File: src/rtl/ipsmacge_lbctrl_pkg.sv
// Shared state/mode encodings and small decode helpers for the GE MAC loopback sequencer.
package ipsmacge_lbctrl_pkg;

    typedef enum logic [1:0] {
        StNorm = 2'd0,
        StWgap = 2'd1,
        StFlsh = 2'd2,
        StAct  = 2'd3
    } lb_state_e;

    typedef enum logic [1:0] {
        ModeNone  = 2'd0,
        ModeLbin  = 2'd1,
        ModeLbout = 2'd2
    } lb_mode_e;

    // Loopback-in wins when both requests are raised.
    function automatic lb_mode_e decode_req(input logic lbin, input logic lbout);
        if (lbin) begin
            return ModeLbin;
        end
        if (lbout) begin
            return ModeLbout;
        end
        return ModeNone;
    endfunction

    // Returns {uplbin, uplbout}; never both set.
    function automatic logic [1:0] mode_enables(input lb_mode_e mode);
        case (mode)
            ModeLbin:  return 2'b10;
            ModeLbout: return 2'b01;
            default:   return 2'b00;
        endcase
    endfunction

endpackage

File: src/rtl/ipsmacge_lbctrl_satcnt.sv
// Saturating event counter; clear has priority over a coincident increment.
module ipsmacge_lbctrl_satcnt #(
    parameter int unsigned CNT_W = 8
) (
    input  logic             clk_i,
    input  logic             rst_i,
    input  logic             inc_i,
    input  logic             clr_i,
    output logic [CNT_W-1:0] cnt_o
);

    logic [CNT_W-1:0] cnt_d, cnt_q;

    always_comb begin
        cnt_d = cnt_q;
        if (clr_i) begin
            cnt_d = '0;
        end else if (inc_i && (cnt_q != '1)) begin
            cnt_d = cnt_q + 1'b1;
        end
    end

    always_ff @(posedge clk_i) begin
        if (rst_i) begin
            cnt_q <= '0;
        end else begin
            cnt_q <= cnt_d;
        end
    end

    assign cnt_o = cnt_q;

endmodule

File: src/rtl/ipsmacge_lbctrl.sv
// Loopback mode sequencer: waits for an inter-frame gap (or timeout), flushes both
// loopback FIFOs, then applies the requested mode. All outputs come straight from flops.
module ipsmacge_lbctrl
    import ipsmacge_lbctrl_pkg::*;
#(
    parameter int unsigned GAP_CYC = 12,
    parameter int unsigned FSH_CYC = 4,
    parameter int unsigned TMO_CYC = 4096,
    parameter int unsigned CNT_W   = 8
) (
    input  logic             clk_i,
    input  logic             rst_i,
    input  logic             cfg_lbin_req_i,
    input  logic             cfg_lbout_req_i,
    input  logic [3:0]       cfg_ffnum_i,
    input  logic             cfg_flush_req_i,
    input  logic             frm_act_i,
    input  logic             lbi_err_i,
    input  logic             lbo_err_i,
    input  logic             err_clr_i,
    output logic             uplbin_o,
    output logic             uplbout_o,
    output logic [3:0]       uplbinffnum_o,
    output logic [3:0]       uplboutffnum_o,
    output logic             uplbinfffsh_o,
    output logic             uplboutfffsh_o,
    output logic [1:0]       lb_state_o,
    output logic             lb_busy_o,
    output logic             lb_conflict_o,
    output logic             lb_tmo_o,
    output logic [CNT_W-1:0] errcnt_lbi_o,
    output logic [CNT_W-1:0] errcnt_lbo_o
);

    localparam int unsigned GapW = (GAP_CYC > 1) ? $clog2(GAP_CYC) : 1;
    localparam int unsigned FshW = (FSH_CYC > 1) ? $clog2(FSH_CYC) : 1;
    localparam int unsigned TmoW = (TMO_CYC > 1) ? $clog2(TMO_CYC) : 1;

    localparam logic [GapW-1:0] GapLast = GapW'(GAP_CYC - 1);
    localparam logic [FshW-1:0] FshLast = FshW'(FSH_CYC - 1);
    localparam logic [TmoW-1:0] TmoLast = TmoW'(TMO_CYC - 1);

    lb_state_e       state_q;
    lb_mode_e        cur_mode_q, tgt_mode_q, req_mode;
    logic [GapW-1:0] gap_cnt_q;
    logic [FshW-1:0] fsh_cnt_q;
    logic [TmoW-1:0] tmo_cnt_q;
    logic            flush_pend_q;
    logic            uplbin_q, uplbout_q, fffsh_q, busy_q, conflict_q, tmo_q;
    logic [3:0]      ffnum_q;
    logic            gap_hit, tmo_hit;

    assign req_mode = decode_req(cfg_lbin_req_i, cfg_lbout_req_i);
    assign gap_hit  = !frm_act_i && (gap_cnt_q == GapLast);
    assign tmo_hit  = (tmo_cnt_q == TmoLast);

    always_ff @(posedge clk_i) begin
        if (rst_i) begin
            state_q      <= StNorm;
            cur_mode_q   <= ModeNone;
            tgt_mode_q   <= ModeNone;
            gap_cnt_q    <= '0;
            fsh_cnt_q    <= '0;
            tmo_cnt_q    <= '0;
            flush_pend_q <= 1'b0;
            uplbin_q     <= 1'b0;
            uplbout_q    <= 1'b0;
            fffsh_q      <= 1'b0;
            ffnum_q      <= '0;
            busy_q       <= 1'b0;
            conflict_q   <= 1'b0;
            tmo_q        <= 1'b0;
        end else begin
            if (err_clr_i) begin
                conflict_q <= 1'b0;
            end else if (cfg_lbin_req_i && cfg_lbout_req_i) begin
                conflict_q <= 1'b1;
            end

            unique case (state_q)
                StNorm, StAct: begin
                    if ((req_mode != cur_mode_q) || cfg_flush_req_i) begin
                        state_q      <= StWgap;
                        busy_q       <= 1'b1;
                        tgt_mode_q   <= req_mode;
                        flush_pend_q <= cfg_flush_req_i;
                        gap_cnt_q    <= '0;
                        tmo_cnt_q    <= '0;
                    end
                end
                StWgap: begin
                    tgt_mode_q <= req_mode;
                    if ((req_mode == cur_mode_q) && !flush_pend_q) begin
                        // Request withdrawn before the gap: resume without touching the FIFOs.
                        state_q <= (cur_mode_q == ModeNone) ? StNorm : StAct;
                        busy_q  <= 1'b0;
                    end else if (gap_hit || tmo_hit) begin
                        if (!gap_hit) begin
                            tmo_q <= 1'b1;
                        end
                        state_q      <= StFlsh;
                        uplbin_q     <= 1'b0;
                        uplbout_q    <= 1'b0;
                        fffsh_q      <= 1'b1;
                        ffnum_q      <= cfg_ffnum_i;
                        fsh_cnt_q    <= '0;
                        flush_pend_q <= 1'b0;
                    end else begin
                        gap_cnt_q <= frm_act_i ? '0 : gap_cnt_q + 1'b1;
                        tmo_cnt_q <= tmo_cnt_q + 1'b1;
                    end
                end
                StFlsh: begin
                    if (fsh_cnt_q == FshLast) begin
                        cur_mode_q              <= tgt_mode_q;
                        fffsh_q                 <= 1'b0;
                        busy_q                  <= 1'b0;
                        {uplbin_q, uplbout_q}   <= mode_enables(tgt_mode_q);
                        state_q <= (tgt_mode_q == ModeNone) ? StNorm : StAct;
                    end else begin
                        fsh_cnt_q <= fsh_cnt_q + 1'b1;
                    end
                end
                default: ;
            endcase

            if (err_clr_i) begin
                tmo_q <= 1'b0;
            end
        end
    end

    ipsmacge_lbctrl_satcnt #(
        .CNT_W (CNT_W)
    ) u_cnt_lbi (
        .clk_i (clk_i),
        .rst_i (rst_i),
        .inc_i (lbi_err_i),
        .clr_i (err_clr_i),
        .cnt_o (errcnt_lbi_o)
    );

    ipsmacge_lbctrl_satcnt #(
        .CNT_W (CNT_W)
    ) u_cnt_lbo (
        .clk_i (clk_i),
        .rst_i (rst_i),
        .inc_i (lbo_err_i),
        .clr_i (err_clr_i),
        .cnt_o (errcnt_lbo_o)
    );

    assign uplbin_o       = uplbin_q;
    assign uplbout_o      = uplbout_q;
    assign uplbinffnum_o  = ffnum_q;
    assign uplboutffnum_o = ffnum_q;
    assign uplbinfffsh_o  = fffsh_q;
    assign uplboutfffsh_o = fffsh_q;
    assign lb_state_o     = state_q;
    assign lb_busy_o      = busy_q;
    assign lb_conflict_o  = conflict_q;
    assign lb_tmo_o       = tmo_q;

endmodule

File: config.mk
export PLATFORM = sky130hd
export DESIGN_NAME = ipsmacge_lbctrl
export DESIGN_NICKNAME = d
export VERILOG_FILES = /design/src/rtl/ipsmacge_lbctrl_pkg.sv /design/src/rtl/ipsmacge_lbctrl_satcnt.sv /design/src/rtl/ipsmacge_lbctrl.sv
export SDC_FILE = /design/constraint.sdc
export NUM_CORES = 1
export LEC_CHECK = 0
export CAP_MARGIN = 20
export CORE_ASPECT_RATIO = 1.75
export CORE_UTILIZATION = 47
export CTS_CLUSTER_SIZE = 25
export DETAILED_ROUTE_END_ITERATION = 12
export GPL_ROUTABILITY_DRIVEN = 0
export GPL_TIMING_DRIVEN = 1
export PLACE_DENSITY = 0.79
export SYNTH_ARGS = -nofsm -noshare
export SYNTH_HDL_FRONTEND = slang
export SYNTH_SLANG_ARGS = --single-unit
File: constraint.sdc
create_clock -name clk_i -period 2.3 [get_ports clk_i]
set_input_delay 0.46 -clock clk_i [delete_from_list [all_inputs] [get_ports clk_i]]
set_output_delay 0.46 -clock clk_i [all_outputs]
set_load 0.1 [all_outputs]
-- Yosys cells after proc, flatten, opt, wreduce, memory -nomap -nowiden
Index checks and enable logic that the tools add are counted.
- add/sub/neg operators: 5
- muxes and demuxes: 45
- eq/ne operators: 20
- reductions and logical operators: 26
- bitwise gates (word level): 2
- operators with widths (cell ; number):
    2-to-1 mux 12 bit ; 3
    2-to-1 mux 2 bit ; 14
    one-hot mux 12 bit (2 select lines) ; 1
    AND reduction 4 bit ; 5
    adder 8 x 1 -> 8 bit, second input constant ; 2
    2-to-1 mux 4 bit ; 4
    != test 8 bit, second input constant ; 2
    != test 2 bit, second input constant ; 7
    2-to-1 mux 1 bit ; 13
    adder 12 x 1 -> 12 bit, second input constant ; 1
    == test 12 bit, second input constant ; 1
    one-hot mux 2 bit (2 select lines) ; 3
    AND reduction 3 bit ; 3
    == test 2 bit, second input constant ; 4
    one-hot mux 1 bit (2 select lines) ; 4
    one-hot mux 4 bit (2 select lines) ; 1
    zero test 2 bit ; 3
    one-hot mux 2 bit (3 select lines) ; 1
    logical AND 1 bit ; 5
    adder 4 x 1 -> 4 bit, second input constant ; 1
    == test 2 x 1 -> 1 bit, second input constant ; 2
    == test 4 bit, second input constant ; 1
    AND reduction 2 bit ; 2
    nonzero test 2 bit ; 2
    9 further kinds ; 13
- bits of input ports: 13
- output and inout port bits: 33
- bits in registers: 51
- logic and storage cells: 114

-- Depth between registers and ports, before layout
Gate-level depths: netlist (run 1).
- word-level depth: 8
- gate-level depth with buffers: 8
- gate-level depth less buffers: 7

-- By module
Synthesis (run 1) repeated with hierarchy kept, for this count alone.
- cells, all modules: 316
- area total of the unflattened synthesis: 2762.6 um^2
- by module, submodules not included (module ; cells each ; instances ; sequential area each (um^2) ; area each (um^2)):
    ipsmacge_lbctrl ; 222 ; 1 ; 700.7 ; 1891.8
    ipsmacge_lbctrl_satcnt ; 47 ; 2 ; 160.2 ; 435.4

-- Worst setup path after synthesis (run 1)
OpenSTA, ideal clock, no wires.
- path kind: register to register
- from: reg state_q[0] (netlist: lb_state_o[0])
- to: reg tmo_cnt_q[3]
- slack: -641 ps
- arrival: 2809 ps
- path buffers: 1
- library setup time: 132 ps
- data required time: 2168 ps
- clock period less this slack: 2941 ps
- stages on the path, launching flop included: 9
- path through: dfxtp_1 -> inv_1 -> ha_1 -> or4b_2 -> o22ai_1 -> nor4_2 -> buf_2 -> a31oi_1 -> o31ai_1
- word-level cells in the longest chain between the ends: 4
- elaborated cells between the ends (all ways): 10
- those cells by class: eq/ne: 5; mux: 1; reduce/logical: 4
- ends and longest elaborated chain (what ; line ; source):
    start: declaration ; ipsmacge_lbctrl.sv:43 ; lb_state_e state_q;
    start signal: assignment ; ipsmacge_lbctrl.sv:59 ; state_q <= StNorm;
    start signal: assignment ; ipsmacge_lbctrl.sv:83 ; state_q <= StWgap;
    start signal: assignment ; ipsmacge_lbctrl.sv:95 ; state_q <= (cur_mode_q == ModeNone) ? StNorm : StAct;
    == test 2 bit / zero test 2 bit (equally long branches) ; ipsmacge_lbctrl.sv:80 ; unique case (state_q)
    OR reduction 2 bit ; ipsmacge_lbctrl.sv:80 ;
    != test 2 bit (no source line) / nonzero test 2 bit (equally long branches) ; n/a ;
    AND reduction 4 bit (no source line) ; n/a ;
    end signal: assignment ; ipsmacge_lbctrl.sv:110 ; tmo_cnt_q <= tmo_cnt_q + 1'b1;
    end: declaration ; ipsmacge_lbctrl.sv:47 ; logic [TmoW-1:0] tmo_cnt_q;
Several ways; a longest one is shown, not always the timed one.
A chain may end at the register's enable or synchronous reset.

-- Worst setup path after layout (run 1)
- from: reg tmo_cnt_q[0]
- to: reg uplbout_q (netlist: uplbout_o)
- word-level cells in the longest chain between the ends: 4
- ends and longest elaborated chain (what ; line ; source):
    == test 12 bit ; ipsmacge_lbctrl.sv:55 ; assign tmo_hit = (tmo_cnt_q == TmoLast);
    logical OR 1 bit ; ipsmacge_lbctrl.sv:97 ; end else if (gap_hit || tmo_hit) begin
    != test 2 bit (no source line) ; n/a ;
    AND reduction 4 bit (no source line) ; n/a ;
    end signal: assignment ; ipsmacge_lbctrl.sv:118 ; {uplbin_q, uplbout_q} <= mode_enables(tgt_mode_q);
    end: declaration ; ipsmacge_lbctrl.sv:49 ; logic uplbin_q, uplbout_q, fffsh_q, busy_q, conflict_q, tmo_q;
No other way between the ends.

==> run metrics, run 1 <==
Leak=1.201 nW; Layout Utilization=61.42%; Core Area=0.005299 mm2; Pre-Repair DR Iteration Count=4; Gate Count Post-Synth=301; Wirelength per Cell=14.65 um; switching fraction of total power=40.09%; Psw=0.0009741 W; Int Pwr=0.001456 W; Netlist cell types=59; critical path required time=2.55 ns; type of the worst setup path=flip-flop to flip-flop; critical path's top delay family=compound AO/OA/AOI/OAI gates; Async S/R FF share, synth=0%; first-pass GRT wire length=10.45 mm; HP Class=flip-flop to flip-flop; post-synth net total=321; Initial Util=49.49%; pre-CTS setup slack=-0.4131 ns; top_reg_cell synth=dfxtp_1; outcome=finished, final reports clean; final wirelength=6.286 mm; max incr delay on CP=0.51 ns; Slew @ Worst Pin=0.7198 ns; Fin. Hold Viols=0; Detailed Place HPWL=4.548 mm; slowest CP cell=or3_1; initial antenna violation count=0; combinational share of power=38.1%; IO Port Bufs=45; maximum VDD drop=0.7605 mV; WP depth=6; Critical Path End Type=flip-flop; clock share of power=21.1%; Tcrit/Tclk final=94.79%; most frequent cells in the layout=51 x buf_4, 49 x dfxtp_1, 30 x nor2_1; max_slew headroom=51.84%; RSZ-0062 raised after global routing=false; Layout area overhead=24.09%; Final Skew=0.007452 ns; register area share after synthesis=38.93%; synthesized area per cell=8.713 um2; minimum setup slack in the final design=0.1198 ns; # rows=35; vias=2483; Synth Warn #=0; max-capacitance violation count=0; ratio of cells with drive above 1 in the final layout=22.25%; post-CTS setup buffers=0; CTS tree=built; CTS buffer count=5; Vias per Instance=5.788; Skew-Pair Late Insertion Delay=0.31 ns; Achievable Freq=458.7 MHz; number of H-tree levels=2; Pwr Density=746.6 mW/mm2; Final setup viols=0; vias in the first global route=2435; Syn Std Cell Area=0.002623 mm2; largest net degree at the start of global routing=33; Fin Hold WS=0.4718 ns; Final ANT Viol Nets=0; Buf+Inv Stages, Crit Path=0; CTS root buf=clkbuf_8; Seq cells post-synth=51; Nets=374; Reg clk slew, reported paths=0.09 ns; leading cell type in the layout, fill and taps excluded=buf_4; number of synthesized flops with an enable pin=0; Reg2Reg Depth=6; Die X=58.47 um; Slew Viols, Final=0; CP Launch Type=flip-flop; R2R setup slack=0.12 ns; clk sink count=51; Seq pwr share=40.8%; critical-path maximum fanout=4; WP data arrival=2.43 ns; GRT Util Overall=22.54%; cells along the critical path=ha_1 > nand3_2 > or3_1 > a221o_1 > a211o_1 > a21oi_2; Period minus WS final=2.180 ns; I/O pin count=46; hold path cells=2; # diodes=0; initial DRC count=87; gr ovfl total=0; DIE HEIGHT=100.8 um; DRC=0; Die ar.=0.005894 mm2; clk buf depth=2
what timing repair did:
item | in CTS | in global routing
gates cloned | 0 | 0
gates resized for setup | 1 | 1
hold buffers | 0 | 0
setup endpoints to repair | 9 | 1
hold endpoints to repair | 0 | 0
sequential cells by signal (all words and copies together), names as in the netlist:
register         count
lb_conflict_o        1
uplbin_o             1
uplbinfffsh_o        1
cur_mode_q           2
uplbout_o            1
tmo_cnt_q           12
flush_pend_q         1
u_cnt_lbi.cnt_o      8
uplbinffnum_o        4
lb_tmo_o             1
lb_state_o           2
lb_busy_o            1
u_cnt_lbo.cnt_o      8
fsh_cnt_q            2
tgt_mode_q           2
gap_cnt_q            4
logic make-up (layout without fill, tap and decap cells):
| group | Yosys count | count (layout) | share of synthesized area [%] |
|---|---|---|---|
| AOI/OAI and AO/OA | 74 | 74 | 20.23 |
| buffers and inverters | 30 | 84 | 5.391 |
| and+or+nand+nor | 116 | 116 | 23.62 |
| muxes | 10 | 10 | 3.865 |
| adders and majority gates | 7 | 7 | 3.340 |
| DFF | 51 | 51 | 38.93 |
| xor gates and xnor gates | 13 | 13 | 4.628 |
metrics by stage:
stage / TNS, ns / cells / cell area, um2 / power, W
floorplan: 0 / 301 / 2653 / 0.001652
global placement: -4.535 / 421 / 3156 / 0.001906
detailed placement: -5.365 / 421 / 3156 / 0.001915
CTS: 0 / 429 / 3249 / 0.002429
global route: 0 / 429 / 3254 / 0.002541
finish: 0 / 429 / 3254 / 0.002430
final cells by class:
| cell class | count | area, um2 |
|---|---|---|
| fillers | 482 | 2044 |
| well taps | 74 | 92.59 |
| repair buffers | 63 | 503.0 |
| flip-flops and latches | 51 | 1028 |
| inverters | 13 | 48.80 |
| clock buffers | 6 | 72.57 |
| multi-input cells | 220 | 1496 |
| clock inverters | 2 | 12.51 |
synthesized netlist by cell type (6+ instances only):
library cell,count,share of area [%]
xnor2_1,6,2.0
a31oi_1,7,1.7
nor2_1,30,4.3
nand4_1,9,2.1
nand3_1,9,1.7
nor3_1,9,1.7
dfxtp_1,51,39
o21ai_0,11,2.1
o31ai_1,6,1.7
xor2_1,6,2.0
nand2_1,22,3.1
clkbuf_1,9,1.3
inv_1,12,1.7
mux2i_1,9,3.4
a21oi_1,20,3.8
ha_1,7,3.3
final timing paths:
kind                              startpoint        end
worst max-delay path            tmo_cnt_q[0]  uplbout_o
worst min register to register      uplbin_o   uplbin_o
worst max register to register  tmo_cnt_q[0]  uplbout_o
worst min-delay path                uplbin_o   uplbin_o
power by group through the flow:
stage	Sequential, W	Combinational [W]	Clock (W)
final	0.000992	0.000926	0.000512
after global placement	0.00101	0.000896	0
after floorplan	0.00118	0.000472	0
after CTS	0.000991	0.000917	0.000522
after detailed placement	0.00101	0.000905	0
after global routing	0.00100	0.000993	0.000547
worst register-to-register path, cell delays in order, from the launching register on:
cell and delay, ns:
dfxtp_1 0.39, ha_1 0.24, nand3_2 0.12, or3_1 0.51, a221o_1 0.43, a211o_1 0.30
a21oi_2 0.13
per-layer routing:
metal | wire length, um | global-route usage [%]
met1 | 2489 | 23.37
met4 | 241 | 14.65
met5 | 0 | 0
met3 | 214 | 4.108
met2 | 3340 | 40.23
(Power assumes the default switching activity.)
==> run 2: changes to the inputs <==
--- a/config.mk
+++ b/config.mk
@@ -8,11 +8,13 @@
 export CAP_MARGIN = 20
 export CORE_ASPECT_RATIO = 1.75
 export CORE_UTILIZATION = 47
+export CTS_CLUSTER_DIAMETER = 60
 export CTS_CLUSTER_SIZE = 25
 export DETAILED_ROUTE_END_ITERATION = 12
 export GPL_ROUTABILITY_DRIVEN = 0
 export GPL_TIMING_DRIVEN = 1
 export PLACE_DENSITY = 0.79
+export SLEW_MARGIN = 20
 export SYNTH_ARGS = -nofsm -noshare
 export SYNTH_HDL_FRONTEND = slang
 export SYNTH_SLANG_ARGS = --single-unit
==> results of run 2 <==
Same layout as run 1: the final DEF is identical, and so are final timing and power.
==> patch 1 (settings of run 1) <==
Register the output `errcnt_lbi_o`, cleared by the reset; this adds one clock of latency there. The other outputs are not delayed to match.
--- a/src/rtl/ipsmacge_lbctrl.sv
+++ b/src/rtl/ipsmacge_lbctrl.sv
@@ -39,6 +39,8 @@
     localparam logic [GapW-1:0] GapLast = GapW'(GAP_CYC - 1);
     localparam logic [FshW-1:0] FshLast = FshW'(FSH_CYC - 1);
     localparam logic [TmoW-1:0] TmoLast = TmoW'(TMO_CYC - 1);
+
+    logic [CNT_W-1:0] errcnt_lbi_d;
 
     lb_state_e       state_q;
     lb_mode_e        cur_mode_q, tgt_mode_q, req_mode;
@@ -137,7 +139,7 @@
         .rst_i (rst_i),
         .inc_i (lbi_err_i),
         .clr_i (err_clr_i),
-        .cnt_o (errcnt_lbi_o)
+        .cnt_o (errcnt_lbi_d)
     );
 
     ipsmacge_lbctrl_satcnt #(
@@ -161,5 +163,13 @@
     assign lb_conflict_o  = conflict_q;
     assign lb_tmo_o       = tmo_q;
 
+    always_ff @(posedge clk_i) begin
+        if (rst_i) begin
+            errcnt_lbi_o <= '0;
+        end else begin
+            errcnt_lbi_o <= errcnt_lbi_d;
+        end
+    end
+
 endmodule
 
Formal check against the unedited RTL: not equivalent (Yosys sat finds a counterexample within 4 cycles, from zero or initial values and one cycle with rst_i high).
==> patch 1 against run 1 <==
  * Sequential cell count grew 8
  * Synthesized area increased by 6.5%
  * Total power increased by 22%
  * Design area is 10% higher
  * Clock skew grew 0.0010 ns
  * Routed wire length up 8.6%
  * Sequential power increased by 15%
  * Setup slack got worse by 0.061 ns
  * Largest cell class unchanged
==> patch 1: results (changes against run 1) <==
status:
  status: "finished clean"
worst_setup_path:
  cp.arrival_ns: 2.53  # +0.10 ns
  slowest_stage: "or4b_1"
  crit_fanout: 6  # +2
  regToRegSetupSlack_ns: 0.18  # +0.06 ns
  crit_path_max_incr_delay_ns: 0.66  # +0.15 ns
  critPathTopFamily: "simple AND/OR/NAND/NOR gates"
place:
  place_ws_ns: -0.2635  # +0.1496 ns
  io_buffer_count: 45  # unchanged
  placed_area_um2: 3398  # +7.7%
  dp_cells: 455  # +8.1%
  dp_hpwl_mm: 4.869  # +7.0%
layout:
  seq_area_um2: 1189  # +16%
  final_nets: 410  # +9.6%
  nFillCells: 508  # +5.4%
  diodes: 0  # unchanged
  drive_gt1_share_pct: 22.28  # +0.025 points
synth:
  synth_fp_nets: 343  # +6.9%
  ys_types: 55  # -6.8%
  synth_xor_area_share_pct: 4.391  # -0.24 points
  synth-adder-area-share_pct: 3.136  # -0.20 points
  yosysMostFrequentCell: "dfxtp_1"
  ys_top_cells_by_area: "dfxtp_1 42%, nor2_1 4.3%, nand2_1 3.6%, ha_1 3.1%, a21oi_1 3.0%"
  yosys-top-cells-count: "59 x dfxtp_1, 32 x nor2_1, 27 x nand2_1"
  synth_compound_area_share_pct: 16.53  # -3.7 points
  synth_mux_area_share_pct: 3.271  # -0.59 points
  seq_area_frac_synth_pct: 42.29  # +3.4 points
global_routing:
  gr-usage-met1_pct: 25.71  # +2.3 points
  grt_use_met3_pct: 7.214  # +3.1 points
  grt_pass1_vias: 2554  # +4.9%
  grt_max_degree: 24  # -27%
  grt.total_usage_pct: 23.34  # +0.80 points
  grt_use_met2_pct: 39.17  # -1.1 points
  grt_pass1_wl_mm: 11.17  # +6.9%
clocking:
  htreeDepth: 3  # +1
  cts.reportedPaths.clkPinSlew_ns: 0.06  # -0.03 ns
  cts_made_buffers: 9  # +4
sta:
  setup_ws_ns: 0.05873  # -0.06106 ns
  hold-worst-slack_ns: 0.4719  # +0.00009400 ns
  finClkSkew_ns: 0.008466  # +0.001014 ns
  slew_headroom_pct: 59.70  # +7.9 points
power:
  p_leak_nw: 1.394  # +16%
  peakVddDrop_uv: 630.3  # -17%
detailed_routing:
  initialDrtViolationCount: 108  # +24%
  firstDrtPassIters: 4  # unchanged
  route.met2.wl_mm: 3.582  # +7.2%
  wl_met3_um: 317  # +48%
  drt-met1-wl_mm: 2.763  # +11%
  vias: 2599  # +4.7%
  vias_per_cell: 5.518  # -4.7%
==> patch 1: area by class of cell <==
type | count | area share [%]
clock inverters | 2 | 0.2792
multi-input cells | 236 | 42.09
repair buffers | 73 | 16.13
well taps | 76 | 2.653
clock buffers | 14 | 4.538
flip-flops and latches | 59 | 33.16
inverters | 11 | 1.152
==> patch 1: path summary, 6_finish.rpt <==
check,from,end,cells after the start
hold / removal,uplbout_o$_SDFFE_PP0P_,uplbout_o$_SDFFE_PP0P_,2
setup reg to reg,lb_state_o[0]$_SDFFE_PP0P_,lb_state_o[1]$_SDFFE_PP0P_,9
setup / recovery,cfg_lbout_req_i,tmo_cnt_q[10]$_SDFFE_PP0P_,6
hold reg to reg,uplbout_o$_SDFFE_PP0P_,uplbout_o$_SDFFE_PP0P_,2
==> patch 1: report_power, final <==
group / total (mW) / switching [mW] / internal, mW
Clock: 0.837 / 0.390 / 0.447
Combinational: 0.992 / 0.633 / 0.358
Sequential: 1.14 / 0.0539 / 1.08
==> patch 2 (config.mk and constraints of run 1) <==
Made on the original files. The parameter `FSH_CYC` goes from 4 to 16.
--- a/src/rtl/ipsmacge_lbctrl.sv
+++ b/src/rtl/ipsmacge_lbctrl.sv
@@ -4,7 +4,7 @@
     import ipsmacge_lbctrl_pkg::*;
 #(
     parameter int unsigned GAP_CYC = 12,
-    parameter int unsigned FSH_CYC = 4,
+    parameter int unsigned FSH_CYC = 16,
     parameter int unsigned TMO_CYC = 4096,
     parameter int unsigned CNT_W   = 8
 ) (
Function: no difference found for any inputs over 10 cycles, from zero or initial values and one cycle with rst_i high; that may be too few to reach the edited logic, so the function may still have changed.
==> patch 2 against run 1 <==
  * Utilization grew 0.33 points
  * Non-clock buffer count grew 10
  * Synthesized area grew 1.7%
  * Setup slack gained 0.017 ns
  * Worst hold slack lost 0.0011 ns
  * Design area grew 4.3%
  * Total power grew 9.3%
  * Combinational power grew 11%
  * First-iteration DRC count shrank 24%
  * Sequential cell count grew 2
  * Routed wire length grew 3.1%
  * Global-route usage grew 0.55 points
  * Clock power grew 20%
  * Die area grew 1.7%
  * Critical endpoint is now tmo_cnt_q[7]$_SDFFE_PP0P_
  * Highest routed layer unchanged
==> patch 2: results (changes against run 1) <==
global_routing:
  grt_pass1_vias: 2369  # -2.7%
  grt_use_met3_pct: 3.831  # -0.28 points
  gr-usage-met1_pct: 26.03  # +2.7 points
  grt_max_degree: 19  # -42%
worst_setup_path:
  reg2regPathDepth: 8  # +2
  crit_path_max_incr_delay_ns: 0.61  # +0.10 ns
  slowest_stage: "or4b_1"
  regToRegSetupSlack_ns: 0.14  # +0.02 ns
  reg2reg_from: "lb_state_o[0]$_SDFFE_PP0P_"
  critPathTopFamily: "buffers and inverters"
  path_class: "in2reg"
  crit_fanout: 11  # +7
  crit_path_start: "cfg_lbin_req_i"
hold_path:
  hold_path_end: "uplbout_o$_SDFFE_PP0P_"
synth:
  syn_inst: 311  # +3.3%
  seq_area_frac_synth_pct: 39.77  # +0.84 points
  ys_top_cells_by_area: "dfxtp_1 40%, nor2_1 5.1%, mux2i_1 3.8%, nand2_1 3.5%, nand4_1 3.5%"
place:
  placed_area_um2: 3273  # +3.7%
  dp_cells: 445  # +5.7%
status:
  status: "finished clean"
clocking:
  cts-resized-gates: 0  # -1
sta:
  worst_slew_pin_slew_ns: 0.6153  # -0.1044 ns
  clock.fmax_mhz: 462.3  # +0.78%
detailed_routing:
  vias: 2535  # +2.1%
power:
  p_leak_nw: 1.314  # +9.5%
[patch 2: cell types whose count changed in the layout (fill, tap and decap cells not counted), sizes merged, moves of 4 or more]
cell,delta
buf,+10
o21ai,+7
nor2,+6
a21oi,-5
a31oi,-5
nand4,+5
inv,-4
nand3,+4
o2111a,-4
o31a,+4
[patch 2: cell families after synthesis]
kind of cell | synth area share (%)
buffers and inverters | 4.221
and+or+nand+nor | 26.88
adders and majority gates | 3.283
muxes | 3.752
DFF | 39.77
AOI/OAI and AO/OA | 17.87
xor gates and xnor gates | 4.221
[patch 2: per-layer routing]
| layer | up-vias | wire length (um) | part of all wire [%] |
|---|---|---|---|
| met3 | 15 | 233 | 3.6 |
| met2 | 65 | 3572 | 55 |
| li1 | 1271 | - | - |
| met1 | 1184 | 2570 | 40 |
| met4 | 0 | 106 | 1.6 |
| met5 | - | 0 | 0 |
[patch 2: power by group through the flow]
stage | registers, mW | logic [mW] | clock network [mW]
after global routing | 1.02 | 1.13 | 0.659
after detailed placement | 1.03 | 0.985 | 0
after global placement | 1.03 | 0.982 | 0
after CTS | 1.01 | 0.994 | 0.621
final | 1.01 | 1.03 | 0.613
after floorplan | 1.21 | 0.442 | 0
[patch 2: worst register-to-register path, cell delays in order, from the launching register on]
cell      delay (ns)
dfxtp_4         0.36
inv_1           0.08
ha_4            0.29
or4b_1          0.50
o221ai_2        0.25
buf_6           0.18
nor2_1          0.06
buf_4           0.16
o211ai_1        0.20
[patch 2: layout make-up]
| class | count | area (um2) |
|---|---|---|
| clock inverters | 2 | 35.03 |
| repair buffers | 73 | 581.8 |
| fillers | 512 | 2102 |
| flip-flops and latches | 53 | 1066 |
| clock buffers | 5 | 68.82 |
| multi-input cells | 234 | 1513 |
| well taps | 76 | 95.09 |
| inverters | 9 | 33.78 |
